===== src/rtl/mixcol_collect_if.sv =====
// -----------------------------------------------------------------------------
// mixcol_collect_if
//   Byte-in / column-out bundle between the ShiftRows/SubBytes stage, the
//   MixColumns collector and the downstream parallel-load byte shifter.
//
//   Optional feature macro: INV_MIXCOL_EN (adds the `dec` select line).
//
//   Signals
//     din       [7:0]        state byte from the upstream stage
//     din_valid              din carries a byte this cycle
//     bypass                 1 = final round, column passed through unmixed
//     col_clr                resync: discard partial column, zero counters
//     dec                    (INV_MIXCOL_EN only) 1 = InvMixColumns
//     pdin      [31:0]       completed column, [31:24] = first-received row
//     con_sel                one-cycle load strobe to the shifter
//     col_idx   [CNT_W-1:0]  column currently presented on pdin
//     last_col               high with con_sel for the last column of a block
//
//   Modports
//     master : upstream side (drives bytes and controls, observes results)
//     slave  : collector side (mixcol_collect)
// -----------------------------------------------------------------------------
interface mixcol_collect_if #(
  parameter int CNT_W = 2
);
  logic [7:0]       din;
  logic             din_valid;
  logic             bypass;
  logic             col_clr;
`ifdef INV_MIXCOL_EN
  logic             dec;
`endif
  logic [31:0]      pdin;
  logic             con_sel;
  logic [CNT_W-1:0] col_idx;
  logic             last_col;

  modport master (
`ifdef INV_MIXCOL_EN
    output dec,
`endif
    output din, din_valid, bypass, col_clr,
    input  pdin, con_sel, col_idx, last_col
  );

  modport slave (
`ifdef INV_MIXCOL_EN
    input  dec,
`endif
    input  din, din_valid, bypass, col_clr,
    output pdin, con_sel, col_idx, last_col
  );
endinterface


===== src/rtl/mixcol_collect.sv =====
// -----------------------------------------------------------------------------
// mixcol_collect
//   Byte-serial MixColumns front end for the 8-bit AES datapath. Collects the
//   four bytes of one state column, then presents MixColumns(column) (or the
//   raw column in the final round) on pdin together with a one-cycle con_sel
//   load strobe for the downstream parallel-load/serial-unload shifter.
//   Tracks the column position within the 128-bit block.
//
//   Optional feature macro: INV_MIXCOL_EN
//     Defined   : bus.dec selects InvMixColumns {0e,0b,0d,09}, sampled with
//                 bypass at column completion. No extra latency.
//     Undefined : forward MixColumns only, no dec line.
//
//   Parameters
//     NCOLS : columns per AES block; col_idx wraps after NCOLS-1
//     CNT_W : width of col_idx (2**CNT_W >= NCOLS)
//
//   Ports
//     clk   : rising-edge clock
//     rst_n : synchronous active-low reset, clears every register
//     bus   : mixcol_collect_if.slave (byte input, column output, controls)
//
//   Timing
//     4th byte accepted at edge N -> con_sel = 1 and pdin valid in cycle N+1.
//     pdin holds until the next column completes. A new column may stream in
//     during the con_sel cycle (staging and output registers are separate).
// -----------------------------------------------------------------------------
module mixcol_collect #(
  parameter int NCOLS = 4,
  parameter int CNT_W = 2
) (
  input logic           clk,
  input logic           rst_n,
  mixcol_collect_if.slave bus
);

  localparam logic [CNT_W-1:0] LAST_IDX = CNT_W'(NCOLS - 1);

  // ---------------------------------------------------------------------------
  // GF(2^8) helpers
  // ---------------------------------------------------------------------------
  function automatic logic [7:0] xtime(input logic [7:0] x);
    return {x[6:0], 1'b0} ^ (x[7] ? 8'h1b : 8'h00);
  endfunction

  function automatic logic [7:0] mul3(input logic [7:0] x);
    return xtime(x) ^ x;
  endfunction

  // ---------------------------------------------------------------------------
  // State
  // ---------------------------------------------------------------------------
  logic [1:0]       bcnt;       // next slot to fill, 0 = row 0
  logic [23:0]      stage_q;    // rows 0..2 of the column being collected
  logic [31:0]      col_q;      // completed column a0..a3, a0 in [31:24]
  logic             byp_q;      // bypass sampled at completion
  logic             con_sel_q;
  logic             last_col_q;
  logic [CNT_W-1:0] col_idx_q;
`ifdef INV_MIXCOL_EN
  logic             dec_q;      // dec sampled at completion
`endif

  logic             complete;
  logic [CNT_W-1:0] col_idx_next;

  assign complete = bus.din_valid && (bcnt == 2'd3);

  // col_idx advances on the edge that ends a con_sel cycle, so during con_sel
  // it still names the column on pdin.
  always_comb begin
    col_idx_next = col_idx_q;
    if (con_sel_q)
      col_idx_next = (col_idx_q == LAST_IDX) ? '0 : col_idx_q + 1'b1;
  end

  // NOTE: sequential state uses non-blocking (<=) so every register samples
  // the pre-edge values; blocking here would create order-dependent races.
  always_ff @(posedge clk) begin
    if (!rst_n) begin
      // NOTE: the staging and column registers are reset like any other flop
      // because pdin must read 0 out of reset (MixColumns(0) = 0).
      bcnt       <= 2'd0;
      stage_q    <= '0;
      col_q      <= '0;
      byp_q      <= 1'b0;
      con_sel_q  <= 1'b0;
      last_col_q <= 1'b0;
      col_idx_q  <= '0;
`ifdef INV_MIXCOL_EN
      dec_q      <= 1'b0;
`endif
    end else if (bus.col_clr) begin
      // Resync wins over completion; an incoming byte is dropped and the
      // presented column stays on pdin.
      bcnt       <= 2'd0;
      con_sel_q  <= 1'b0;
      last_col_q <= 1'b0;
      col_idx_q  <= '0;
    end else begin
      con_sel_q  <= complete;
      last_col_q <= complete && (col_idx_next == LAST_IDX);
      col_idx_q  <= col_idx_next;
      if (bus.din_valid) begin
        bcnt <= bcnt + 2'd1;
        case (bcnt)
          2'd0:    stage_q[23:16] <= bus.din;
          2'd1:    stage_q[15:8]  <= bus.din;
          2'd2:    stage_q[7:0]   <= bus.din;
          default: begin
            // 4th byte bypasses staging and goes straight into the output
            // column together with rows 0..2.
            col_q <= {stage_q, bus.din};
            byp_q <= bus.bypass;
`ifdef INV_MIXCOL_EN
            dec_q <= bus.dec;
`endif
          end
        endcase
      end
    end
  end

  // ---------------------------------------------------------------------------
  // Column transform, combinational from the output register
  // ---------------------------------------------------------------------------
  logic [7:0]  a0, a1, a2, a3;
  logic [31:0] fwd_col;
  logic [31:0] mix_col;
  logic [31:0] pdin_c;

  assign a0 = col_q[31:24];
  assign a1 = col_q[23:16];
  assign a2 = col_q[15:8];
  assign a3 = col_q[7:0];

  assign fwd_col = {xtime(a0) ^ mul3(a1)  ^ a2        ^ a3,
                    a0        ^ xtime(a1) ^ mul3(a2)  ^ a3,
                    a0        ^ a1        ^ xtime(a2) ^ mul3(a3),
                    mul3(a0)  ^ a1        ^ a2        ^ xtime(a3)};

`ifdef INV_MIXCOL_EN
  // Inverse coefficients from the x, 2x, 4x, 8x xtime chain:
  //   9 = 8^1, b = 8^2^1, d = 8^4^1, e = 8^4^2
  logic [7:0] m2 [4];
  logic [7:0] m4 [4];
  logic [7:0] m8 [4];
  logic [7:0] av [4];
  logic [7:0] m9 [4];
  logic [7:0] mb [4];
  logic [7:0] md [4];
  logic [7:0] me [4];
  logic [31:0] inv_col;

  always_comb begin
    av = '{a0, a1, a2, a3};
    for (int i = 0; i < 4; i++) begin
      m2[i] = xtime(av[i]);
      m4[i] = xtime(m2[i]);
      m8[i] = xtime(m4[i]);
      m9[i] = m8[i] ^ av[i];
      mb[i] = m8[i] ^ m2[i] ^ av[i];
      md[i] = m8[i] ^ m4[i] ^ av[i];
      me[i] = m8[i] ^ m4[i] ^ m2[i];
    end
    inv_col = {me[0] ^ mb[1] ^ md[2] ^ m9[3],
               m9[0] ^ me[1] ^ mb[2] ^ md[3],
               md[0] ^ m9[1] ^ me[2] ^ mb[3],
               mb[0] ^ md[1] ^ m9[2] ^ me[3]};
  end

  assign mix_col = dec_q ? inv_col : fwd_col;
`else
  assign mix_col = fwd_col;
`endif

  // NOTE: every always_comb output gets a default first, so no path can leave
  // it unassigned and infer a latch.
  always_comb begin
    pdin_c = mix_col;
    if (byp_q)
      pdin_c = col_q;
  end

  assign bus.pdin     = pdin_c;
  assign bus.con_sel  = con_sel_q;
  assign bus.col_idx  = col_idx_q;
  assign bus.last_col = last_col_q;

endmodule


===== src/flat_wrapper.sv =====
// flat-port wrapper written by rule: the top's interface ports become plain ports
module mixcol_collect_flat 
#(
  parameter int NCOLS = 4,
  parameter int CNT_W = 2
)
  (clk, rst_n, bus_din, bus_din_valid, bus_bypass, bus_col_clr, bus_pdin, bus_con_sel, bus_col_idx, bus_last_col);
  mixcol_collect_if #(.CNT_W(CNT_W)) bus_i ();
  input logic clk;
  input logic rst_n;
  input wire logic [$bits(bus_i.din)-1:0] bus_din;
  input wire logic [$bits(bus_i.din_valid)-1:0] bus_din_valid;
  input wire logic [$bits(bus_i.bypass)-1:0] bus_bypass;
  input wire logic [$bits(bus_i.col_clr)-1:0] bus_col_clr;
  output wire logic [$bits(bus_i.pdin)-1:0] bus_pdin;
  output wire logic [$bits(bus_i.con_sel)-1:0] bus_con_sel;
  output wire logic [$bits(bus_i.col_idx)-1:0] bus_col_idx;
  output wire logic [$bits(bus_i.last_col)-1:0] bus_last_col;
  assign bus_i.din = bus_din;
  assign bus_i.din_valid = bus_din_valid;
  assign bus_i.bypass = bus_bypass;
  assign bus_i.col_clr = bus_col_clr;
  assign bus_pdin = bus_i.pdin;
  assign bus_con_sel = bus_i.con_sel;
  assign bus_col_idx = bus_i.col_idx;
  assign bus_last_col = bus_i.last_col;
  mixcol_collect #(.NCOLS(NCOLS), .CNT_W(CNT_W)) u_core (.clk(clk), .rst_n(rst_n), .bus(bus_i));
endmodule

===== config.mk =====
export PLATFORM = sky130hd
export DESIGN_NAME = mixcol_collect_flat
export DESIGN_NICKNAME = d
export VERILOG_FILES = /design/src/rtl/mixcol_collect_if.sv /design/src/rtl/mixcol_collect.sv /design/src/flat_wrapper.sv
export SDC_FILE = /design/constraint.sdc
export NUM_CORES = 1
export LEC_CHECK = 0
export CAP_MARGIN = 10
export CELL_PAD_IN_SITES_DETAIL_PLACEMENT = 0
export CELL_PAD_IN_SITES_GLOBAL_PLACEMENT = 1
export CORE_ASPECT_RATIO = 1.25
export CORE_MARGIN = 4
export CORE_UTILIZATION = 44
export DETAILED_ROUTE_END_ITERATION = 10
export PLACE_DENSITY_LB_ADDON = 0.1
export SETUP_SLACK_MARGIN = 0.2
export SLEW_MARGIN = 30
export SYNTH_ARGS = -nofsm -noshare
export SYNTH_HDL_FRONTEND = slang
export SYNTH_SLANG_ARGS = --single-unit

===== constraint.sdc =====
create_clock -name clk -period 1.9 [get_ports clk]
set_input_delay 0.57 -clock clk [delete_from_list [all_inputs] [get_ports clk]]
set_output_delay 0.57 -clock clk [all_outputs]
set_load 0.01 [all_outputs]

==> reports/qor.yml <==
area_of_the_die_mm2: 0.0110
mapped_nets: 443
failed_checks: "setup timing"
grt_start_max_net_pins: 46
grt_antenna_before_repair: 0
route.detailed.wl_per_inst_um: 15.4
dpl_hpwl_mm: 7.08
dr.first_iter.drc_count: 75
least_margin_pin_slew_ns: 0.196
place.detailed.instances: 614
globalRouteTotalUtil_pct: 19.3
drt_pass1_iterations: 4
synthDominantCellAreaShare_pct: 30.6
synth_area_mm2: 0.00412
timing_max_transition_violations_final: 0
worst_setup_path_start_kind: "register"
worstPathRequired_ns: 1.33
fill_cells: 736
synth_area_leaders: "dfxtp_1 (31%), xnor3_1 (15%), nand2_1 (8.9%), xnor2_1 (6.6%), mux2i_1 (6.6%)"
hold_buffer_count_at_cts: 0
detail_route.vias_per_cell: 4.79
leading_cell_types_in_the_layout_fill_and_taps_excluded: "nand2_1 (98), buf_4 (47), a21boi_0 (33), buf_2 (32), dfxtp_1 (32)"
io_buffer_count: 48
die_x_um: 94.5
cts.htree.levels: 3
clock_tree_from_tritoncts: "yes"
mapped_avg_cell_area_um2: 9.68
synth_top_area_cell: "dfxtp_1"
postRouteAntennaNets: 0
clock_tree.buffer_depth: 2
cts_root_buffer: "clkbuf_16"
route.detailed.drc: 0
finalCriticalPeriod_ns: 2.32
num_vias: 3149
post-route-worst-setup-slack_ns: -0.423
ys_seq_elements: 63
reg2reg_setup_slack_ns: 0.46
design.core.area_mm2: 0.00913
hold_viol_final: 0
timing.critical_path.to_type: "primary output"
io-pin-count: 49
rsz0062_at_grt: "true"
cp_data_arrival_time_ns: 1.75
placed_area_mm2: 0.00544
drv_cap: 0
skew_ns: 0.00588
fmax_ghz: 0.430
max-slew-margin-rel_pct: 86.5
vdd.ir_drop.worst_v: 0.000790
chipHeight_um: 116
power_density_normalized_to_cell_area_mw_per_mm2: 524
worst_slack_placed_ns: -0.485
grt_pass1_wl_mm: 16.1
vias_in_the_first_global_route: 3021
yosysWarningCount: 0
critical_path_peak_fanout: 3
routed_wl_mm: 10.1
global_route.overflow_total: 0
cts.sinks: 63
postSynthCellCount: 425
most_frequent_standard_cell_in_the_layout_excluding_fill_and_tap_cells: "nand2_1"
post-layout-total-power_mw: 3.21
status: "finished with violations"
antennaDiodeCount: 0
design_area_mm2: 0.00612
area_growth_pct: 48.8
final_cells: 658
finalSetupViolations: 32
final_layout_size_suffix_gt1_share_pct: 39.4
hold_slack_ns: 0.454
period_share_pct: 122
start_util_pct: 45.1
hold_path_class: "register to register"
clk_pin_slew_ns: 0.05
number_of_placement_rows: 39
routabilityCongestion: 0.770
leakagePower_nw: 2.67
tritoncts.num_buffers: 9
synth.yosys.seq_area_share_pct: 30.6
clock_latency_at_the_later_pin_of_the_worst_skew_pair_ns: 0.33
setup_cp_type: "register to primary output"
yosysUniqueCellTypes: 25
layout.nets: 548
[synth_stat cells (all sizes together)]
cell type / count
nor2b: 24
clkbuf: 24
nand3b: 4
dfxtp: 63
and2: 1
buf: 20
xor3: 11
xnor3: 28
nor2: 5
inv: 2
xnor2: 31
nand2: 98
o21ai: 32
xor2: 14
and3b: 1
mux2i: 27
a21boi: 33
nand2b: 1
and4b: 1
ha: 5
[sequential cells by signal, indices dropped and copies added (netlist names)]
register / flops
u_core.bcnt: 2
u_core.bus.col_idx: 2
u_core.bus.con_sel: 1
u_core.bus.last_col: 1
u_core.byp_q: 1
u_core.col_q: 32
u_core.stage_q: 24
[stage by stage]
step / setup TNS, ns / utilization, %
2_1_floorplan: 0 / -
3_3_place_gp: -11.81 / 59.7
3_5_place_dp: -12.57 / 59.7
4_1_cts: -11.09 / 65.0
5_1_grt: -11.77 / 67.1
6_report: -9.52 / 67.1
[cell type report]
cell class / count / area, um2 / area share [%]
Clock buffer: 9 / 225 / 3.68
Sequential cell: 63 / 1340 / 21.9
Timing Repair Buffer: 138 / 1300 / 21.2
Clock inverter: 7 / 95.1 / 1.55
Multi-Input combinational cell: 316 / 3000 / 49.0
Tap cell: 123 / 154 / 2.51
Inverter: 2 / 7.51 / 0.123
[power by group]
| part | switching [mW] | total (mW) | internal (mW) |
|---|---|---|---|
| clock | 0.606 | 1.75 | 1.15 |
| combinational | 0.0559 | 0.133 | 0.0769 |
| sequential | 0.00794 | 1.32 | 1.31 |
| total | 0.670 | 3.21 | 2.54 |
[cell families (layout without fill, tap and decap cells)]
kind of cell	count (synthesis)	in the layout	share of synthesized area, %
buffers and inverters	46	156	5.20
muxes	27	27	6.57
DFF	63	63	30.6
xor gates and xnor gates	84	84	31.6
adders and majority gates	5	5	1.52
AOI/OAI and AO/OA	65	65	9.91
and+or+nand+nor	135	135	14.5
[critical path, cell delays in order, from the launching register on]
cell and delay [ns]:
dfxtp_4 0.35, buf_6 0.12, xnor3_1 0.32, xnor3_1 0.38
o21ai_2 0.11, buf_2 0.13
[worst paths after layout]
path / start / endpoint / cells after the start
min: u_core.stage_q[8] / u_core.col_q[16] / 2
max reg2reg: u_core.bcnt[0] / u_core.col_q[24] / 5
max: u_core.col_q[10] / bus_pdin[19] / 5
min reg2reg: u_core.stage_q[8] / u_core.col_q[16] / 2
[timing repair]
| item | in CTS | in global routing |
|---|---|---|
| endpoints found under the setup margin | 36 | 32 |
| resized for setup | 183 | 24 |
| endpoints found under the hold margin | 0 | 0 |
| pin swaps | 44 | 27 |
| buffers inserted | 19 | 9 |
[per-layer routing]
metal  GRT usage, %  vias to the layer above  part of all wire (%)
met1           27.6                     1491                    49
met5              0                        -                     0
met2           30.4                       42                    48
met3           3.80                        9                   2.6
li1               -                     1607                     -
met4           4.33                        0                  0.71
(Power assumes the default switching activity.)
